--- config.mk ---
export PLATFORM = sky130hd
export DESIGN_NAME = instr_fetch_unit_flat
export DESIGN_NICKNAME = d
export VERILOG_FILES = /design/src/rtl/instr_fetch_if.sv /design/src/rtl/instr_fetch_unit.sv /design/src/flat_wrapper.sv
export SDC_FILE = /design/constraint.sdc
export NUM_CORES = 1
export LEC_CHECK = 0
export ABC_AREA = 1
export BUFFER_PORTS_ARGS = -buffer_cell sky130_fd_sc_hd__buf_4
export CORE_ASPECT_RATIO = 2
export CORE_MARGIN = 3
export CORE_UTILIZATION = 40
export DETAILED_ROUTE_END_ITERATION = 7
export GPL_TIMING_DRIVEN = 0
export PLACE_DENSITY = 0.69
export SLEW_MARGIN = 20
export SYNTH_ARGS = -nofsm -noshare
export SYNTH_HDL_FRONTEND = slang
export SYNTH_SLANG_ARGS = --single-unit
--- constraint.sdc ---
create_clock -name clk -period 2.9 [get_ports clk]
set_input_delay 0.29 -clock clk [delete_from_list [all_inputs] [get_ports clk]]
set_output_delay 0.29 -clock clk [all_outputs]
set_load 0.05 [all_outputs]
--- src/rtl/instr_fetch_if.sv ---
// Fetch-stage bus: instruction-memory request/ack channel plus the issue
// channel toward the decoder and the branch resolution it returns.
interface instr_fetch_if #(
    parameter int ADDR_W = 32
) ();
    logic              imem_req;
    logic [ADDR_W-1:0] imem_addr;
    logic              imem_ack;
    logic [31:0]       imem_data;
    logic [31:0]       instr;
    logic [5:0]        op;
    logic              instr_valid;
    logic              instr_ready;
    logic [1:0]        branch;
    logic              branch_taken;
    logic [ADDR_W-1:0] reg_target;
    logic [ADDR_W-1:0] link_pc;

    modport master (
        output imem_req, imem_addr, instr, op, instr_valid, link_pc,
        input  imem_ack, imem_data, instr_ready, branch, branch_taken, reg_target
    );

    modport slave (
        input  imem_req, imem_addr, instr, op, instr_valid, link_pc,
        output imem_ack, imem_data, instr_ready, branch, branch_taken, reg_target
    );
endinterface

--- src/rtl/instr_fetch_unit.sv ---
// KGP-RISC fetch/issue stage: owns the PC, fetches one word at a time and
// hands it to the decoder, then picks the next PC from the branch resolution.
module instr_fetch_unit #(
    parameter int                ADDR_W   = 32,
    parameter logic [ADDR_W-1:0] RESET_PC = {ADDR_W{1'b0}}
) (
    input  logic          clk,
    input  logic          rst,
    instr_fetch_if.master bus,
    output logic [15:0]   issue_count
);
    localparam logic [ADDR_W-1:0] ONE        = {{(ADDR_W-1){1'b0}}, 1'b1};
    localparam logic [ADDR_W-1:0] RESET_LINK = RESET_PC + ONE;

    typedef enum logic [1:0] {
        IDLE  = 2'b00,
        FETCH = 2'b01,
        ISSUE = 2'b10
    } state_t;

    state_t            state_r;
    state_t            state_next_s;
    logic [ADDR_W-1:0] pc_r;
    logic [ADDR_W-1:0] pc_next_s;
    logic [ADDR_W-1:0] pc_inc_s;
    logic [ADDR_W-1:0] br_target_s;
    logic [ADDR_W-1:0] link_pc_r;
    logic [31:0]       instr_r;
    logic              imem_req_r;
    logic              instr_valid_r;
    logic [15:0]       issue_count_r;
    logic              capture_s;
    logic              accept_s;

    // 26-bit PC-relative offset widened with its sign to the address width.
    function automatic logic [ADDR_W-1:0] sext_offset(input logic [25:0] off);
        logic [ADDR_W-1:0] r;
        r       = {ADDR_W{off[25]}};
        r[25:0] = off;
        return r;
    endfunction

    assign pc_inc_s    = pc_r + ONE;
    assign br_target_s = pc_inc_s + sext_offset(instr_r[25:0]);

    // Next-state decode; ack is only honoured in FETCH, ready only in ISSUE.
    always_comb begin
        state_next_s = state_r;
        capture_s    = 1'b0;
        accept_s     = 1'b0;
        case (state_r)
            IDLE: begin
                state_next_s = FETCH;
            end
            FETCH: begin
                if (bus.imem_ack) begin
                    capture_s    = 1'b1;
                    state_next_s = ISSUE;
                end else begin
                    state_next_s = FETCH;
                end
            end
            ISSUE: begin
                if (bus.instr_ready) begin
                    accept_s     = 1'b1;
                    state_next_s = FETCH;
                end else begin
                    state_next_s = ISSUE;
                end
            end
            default: begin
                state_next_s = IDLE;
            end
        endcase
    end

    // Next-PC selection, using the branch resolution only in the accept cycle.
    always_comb begin
        pc_next_s = pc_r;
        if (accept_s) begin
            case (bus.branch)
                2'b01: begin
                    if (bus.branch_taken) begin
                        pc_next_s = br_target_s;
                    end else begin
                        pc_next_s = pc_inc_s;
                    end
                end
                2'b10:   pc_next_s = bus.reg_target;
                default: pc_next_s = pc_inc_s;
            endcase
        end else begin
            pc_next_s = pc_r;
        end
    end

    // State register plus handshake outputs registered from the next state.
    always_ff @(posedge clk or negedge rst) begin
        if (!rst) begin
            state_r       <= IDLE;
            imem_req_r    <= 1'b0;
            instr_valid_r <= 1'b0;
        end else begin
            state_r       <= state_next_s;
            imem_req_r    <= (state_next_s == FETCH);
            instr_valid_r <= (state_next_s == ISSUE);
        end
    end

    // Program counter and accepted-instruction counter.
    always_ff @(posedge clk or negedge rst) begin
        if (!rst) begin
            pc_r          <= RESET_PC;
            issue_count_r <= 16'h0000;
        end else begin
            pc_r <= pc_next_s;
            if (accept_s) begin
                issue_count_r <= issue_count_r + 16'h0001;
            end
        end
    end

    // Issue register: captured word and its link value, frozen until next capture.
    always_ff @(posedge clk or negedge rst) begin
        if (!rst) begin
            instr_r   <= 32'h0000_0000;
            link_pc_r <= RESET_LINK;
        end else if (capture_s) begin
            instr_r   <= bus.imem_data;
            link_pc_r <= pc_inc_s;
        end
    end

    assign bus.imem_req    = imem_req_r;
    assign bus.imem_addr   = pc_r;
    assign bus.instr       = instr_r;
    assign bus.op          = instr_r[31:26];
    assign bus.instr_valid = instr_valid_r;
    assign bus.link_pc     = link_pc_r;
    assign issue_count     = issue_count_r;
endmodule

--- src/flat_wrapper.sv ---
// flat-port wrapper written by rule: the top's interface ports become plain ports
module instr_fetch_unit_flat 
#(
    parameter int                ADDR_W   = 32,
    parameter logic [ADDR_W-1:0] RESET_PC = {ADDR_W{1'b0}}
)
  (clk, rst, issue_count, bus_imem_req, bus_imem_addr, bus_instr, bus_op, bus_instr_valid, bus_link_pc, bus_imem_ack, bus_imem_data, bus_instr_ready, bus_branch, bus_branch_taken, bus_reg_target);
  instr_fetch_if #(.ADDR_W(ADDR_W)) bus_i ();
  input  logic clk;
  input  logic rst;
  output logic [15:0] issue_count;
  output wire logic [$bits(bus_i.imem_req)-1:0] bus_imem_req;
  output wire logic [$bits(bus_i.imem_addr)-1:0] bus_imem_addr;
  output wire logic [$bits(bus_i.instr)-1:0] bus_instr;
  output wire logic [$bits(bus_i.op)-1:0] bus_op;
  output wire logic [$bits(bus_i.instr_valid)-1:0] bus_instr_valid;
  output wire logic [$bits(bus_i.link_pc)-1:0] bus_link_pc;
  input wire logic [$bits(bus_i.imem_ack)-1:0] bus_imem_ack;
  input wire logic [$bits(bus_i.imem_data)-1:0] bus_imem_data;
  input wire logic [$bits(bus_i.instr_ready)-1:0] bus_instr_ready;
  input wire logic [$bits(bus_i.branch)-1:0] bus_branch;
  input wire logic [$bits(bus_i.branch_taken)-1:0] bus_branch_taken;
  input wire logic [$bits(bus_i.reg_target)-1:0] bus_reg_target;
  assign bus_imem_req = bus_i.imem_req;
  assign bus_imem_addr = bus_i.imem_addr;
  assign bus_instr = bus_i.instr;
  assign bus_op = bus_i.op;
  assign bus_instr_valid = bus_i.instr_valid;
  assign bus_link_pc = bus_i.link_pc;
  assign bus_i.imem_ack = bus_imem_ack;
  assign bus_i.imem_data = bus_imem_data;
  assign bus_i.instr_ready = bus_instr_ready;
  assign bus_i.branch = bus_branch;
  assign bus_i.branch_taken = bus_branch_taken;
  assign bus_i.reg_target = bus_reg_target;
  instr_fetch_unit #(.ADDR_W(ADDR_W), .RESET_PC(RESET_PC)) u_core (.clk(clk), .rst(rst), .bus(bus_i), .issue_count(issue_count));
endmodule
==> run summary <==
status: complete, but fails checks
failing checks: setup timing
fin cells: 1899
Rel. slew slack: 0.390
Clk network pwr share: 0.118
CP max-delay cell: dfrtp_2
Post-synth EDFFs: 0
crit path DAT: 3.36 ns
PortBufs: 189
count of yosys warnings during synthesis: 0
Iteration-0 DRC Markers: 640
die area: 23500 um2
synthesized area: 8640 um2
Fillers: 1871
Slew Limit Fails: 0
Syn Inst Count: 1338
Hold Violations, Final: 0
commonest non-fill, non-tap cells in the layout: 474 x nand2_1, 257 x buf_4, 150 x inv_1, 92 x dfrtp_1, 63 x nand3_1
TritonCTS Buffers: 17
critical-path cell list: nand2_4 > inv_1 > nand3_1 > nor2_4 > nand3_2 > xor2_2 > inv_2 > ha_4 > nand2_1 > nand2_2 > inv_1 > nand2_2 > inv_1 > nand2_1 > inv_2 > nor2_1 > nor2_2 > nand3_1 > nand3_1 > nand2_1 > nand2_1 > nand2_1 > nand2_1
post-synth cell types: 46
critical path buffer and inverter count: 5
post-synthesis register bit count: 116
Reg-to-Reg Start: u_core.bus.imem_addr[7]
Placeable Area: 21100 um2
setup tns final: -0.931 ns
initial core utilization: 0.409
top-level I/O count: 191
max incr delay on CP: 0.38 ns
Critical Path End Type: flop
switching part of the total: 0.554
Vias per Instance: 5.24
TritonRoute pass-1 iters: 5
most common cell after layout, fill and taps aside: nand2_1
dpl cells: 1797
Worst Hold Endpoint: u_core.bus.instr[31]
vias in the first global route: 9735
reg2reg end: u_core.bus.imem_addr[27]
Total GRT Usage: 0.294
clock root buffer: clkbuf_16
Fin Clk Skew: 0.0110 ns
P per Cell Area: 1400 nW/um2
DR vias: 9946
hold path start: bus_imem_data[31]
Final Critical Period: 3.03 ns
Setup WS post-layout: -0.130 ns
fin util: 0.616
Clock Pin Slew Worst Setup and Hold Paths: 0.06 ns
global route overflow: 0
CTS tree: done
largest net degree at the start of global routing: 82
clk_lat worst skew: 0.44 ns
Fmax achieved: 330 MHz
share of layout cells above drive strength 1: 0.347
DR DRC count: 0
Leakage Power: 6.68 nW
Required @ worst endpoint: 3.23 ns
Crit Path Class: flop to flop
unrepaired setup endpoints after global routing: true
Syn Nets: 1449
worst-path maximum fanout: 5
Max IR drop VDD: 0.000817 V
final antenna-violating net count: 0
area growth from synthesis to layout: 50.6%
wire per inst: 18.5 um
async set or reset register ratio after synthesis: 1.00
Hold Path Depth: 3
Final Setup Violations: 14
multi-input logic area: 6260 um2
# diodes: 0
Comb pwr share: 0.707
Slew @ Worst Pin: 0.914 ns
Setup crit start kind: flop
antenna violations before repair: 0
Yosys top cell by area: dfrtp_1
Overall Power: 18.3 mW
HPWL Detailed: 25800 um
Main synth FF type: dfrtp_1
Seq pwr share: 0.175
switching pwr: 10.1 mW
Final Cell Area: 13000 um2
cell row count: 75
maxcap violations: 0
cells on worst reg2reg path: 23
sequential cell area: 2930 um2
crit share post-route: 1.04
Die Ht: 214 um
Post-Route WL: 35100 um
number of clock sinks: 116
Crit path top cell by count: nand2_1
H-tree depth reported by CTS: 4
Cell Int Power: 8.14 mW
Post-DP Area: 10400 um2
share of the synthesized area in the top cell type: 0.333
Chip Width: 110 um
sequential fraction of the synthesis area: 0.336
Tightest Hold Check Type: primary input to flop
gpl congestion: 0.956
# nets final: 1728
reg-to-reg setup timing slack: -0.13 ns
Syn Area/Cell: 6.46 um2
first-pass GRT wire length: 51400 um
synth top area cells: dfrtp_1 33%, nand2_1 23%, inv_1 7.6%, ha_1 5.6%, nand3_1 4.9%
CTS max path bufs: 2
CP top delay family: simple AND/OR/NAND/NOR gates
-- flip-flops by register name, summed over array words and instances, names as in the netlist --
register / cells
u_core.bus.imem_req: 1
u_core.bus.imem_addr: 32
u_core.state_r: 2
u_core.bus.instr_valid: 1
u_core.bus.link_pc: 32
u_core.issue_count: 16
u_core.bus.instr: 32
-- routing by layer --
| layer | GRT usage | vias up | wire length [um] |
|---|---|---|---|
| met5 | 0 | - | 0 |
| met4 | 0.221 | 0 | 2840 |
| met3 | 0.0383 | 149 | 1890 |
| met2 | 0.521 | 429 | 18600 |
| met1 | 0.306 | 4620 | 11800 |
| li1 | - | 4748 | - |
-- worst register-to-register path, cell delays in order, from the launching register on --
cell and delay, ns:
dfrtp_2 0.38, nand2_4 0.10, inv_1 0.10, nand3_1 0.16
nor2_4 0.30, nand3_2 0.16, xor2_2 0.27, inv_2 0.11
ha_4 0.33, nand2_1 0.07, nand2_2 0.09, inv_1 0.05
nand2_2 0.07, inv_1 0.04, nand2_1 0.07, inv_2 0.05
nor2_1 0.11, nor2_2 0.05, nand3_1 0.06, nand3_1 0.08
nand2_1 0.10, nand2_1 0.05, nand2_1 0.06, nand2_1 0.06
-- power groups by stage --
stage | Clock [mW] | Sequential, mW | Combinational, mW
after floorplan | 0 | 5.18 | 4.68
after global placement | 0 | 3.10 | 9.77
after detailed placement | 0 | 3.11 | 9.87
after CTS | 2.18 | 3.11 | 11.4
after global routing | 2.26 | 3.26 | 13.8
final | 2.16 | 3.19 | 12.9
-- repair_timing --
item / CTS / global route
hold buffers: 1 / 0
pin swaps: 45 / 54
hold endpoints to repair: 35 / 0
buffers inserted: 50 / 20
gates resized for setup: 170 / 133
endpoints found under the setup margin: 23 / 26
-- cells by family after synthesis --
group	count (synthesis)	synth area share
xor gates and xnor gates	37	0.0401
adders and majority gates	40	0.0588
and+or+nand+nor	755	0.359
buffers and inverters	221	0.0987
AOI/OAI and AO/OA	169	0.107
DFF	116	0.336
-- how the worst max path moves through the flow --
stage                                  from                  endpoint  slack [ns]  cells after the start
finish              u_core.bus.imem_addr[7]  u_core.bus.imem_addr[27]       -0.13                     23
global placement    u_core.bus.imem_addr[0]  u_core.bus.imem_addr[24]       -0.67                     20
detailed placement  u_core.bus.imem_addr[0]  u_core.bus.imem_addr[24]       -0.68                     20
global route        u_core.bus.imem_addr[7]  u_core.bus.imem_addr[27]       -0.39                     23
floorplan           u_core.bus.imem_addr[0]  u_core.bus.imem_addr[14]      -0.004                     19
CTS                 u_core.bus.imem_addr[5]  u_core.bus.imem_addr[24]       -0.03                     20
-- cell usage after synthesis, types with 3 or more instances --
master,number
buf_1,3
nor2_4,4
buf_4,6
nor2_1,83
clkbuf_1,33
xnor2_2,3
nand2_2,4
o21bai_1,7
nand4_1,11
a21o_1,5
nand2_1,538
nand3_1,84
o211ai_1,3
xor2_1,26
inv_1,174
inv_2,4
nor3_1,8
xnor2_1,8
or2_2,5
ha_1,39
o21ai_0,64
dfrtp_1,115
o21ai_1,5
a21oi_1,72
nor2_2,7
-- final cells by class --
| type | count | share of cell area |
|---|---|---|
| Multi-Input combinational cell | 1001 | 0.481 |
| Buffer | 42 | 0.0138 |
| Tap cell | 269 | 0.0259 |
| Sequential cell | 116 | 0.225 |
| Inverter | 178 | 0.0515 |
| Clock inverter | 14 | 0.0116 |
| Timing Repair Buffer | 261 | 0.157 |
| Clock buffer | 18 | 0.0337 |
-- through the flow --
step	hold WS (ns)	worst slack, ns
2_1_floorplan	-0.00559	-0.00361
4_1_cts	0.0286	-0.0336
3_5_place_dp	0.222	-0.680
3_3_place_gp	0.460	-0.666
5_1_grt	0.0433	-0.390
6_report	0.0422	-0.130
(Power assumes the default switching activity.)
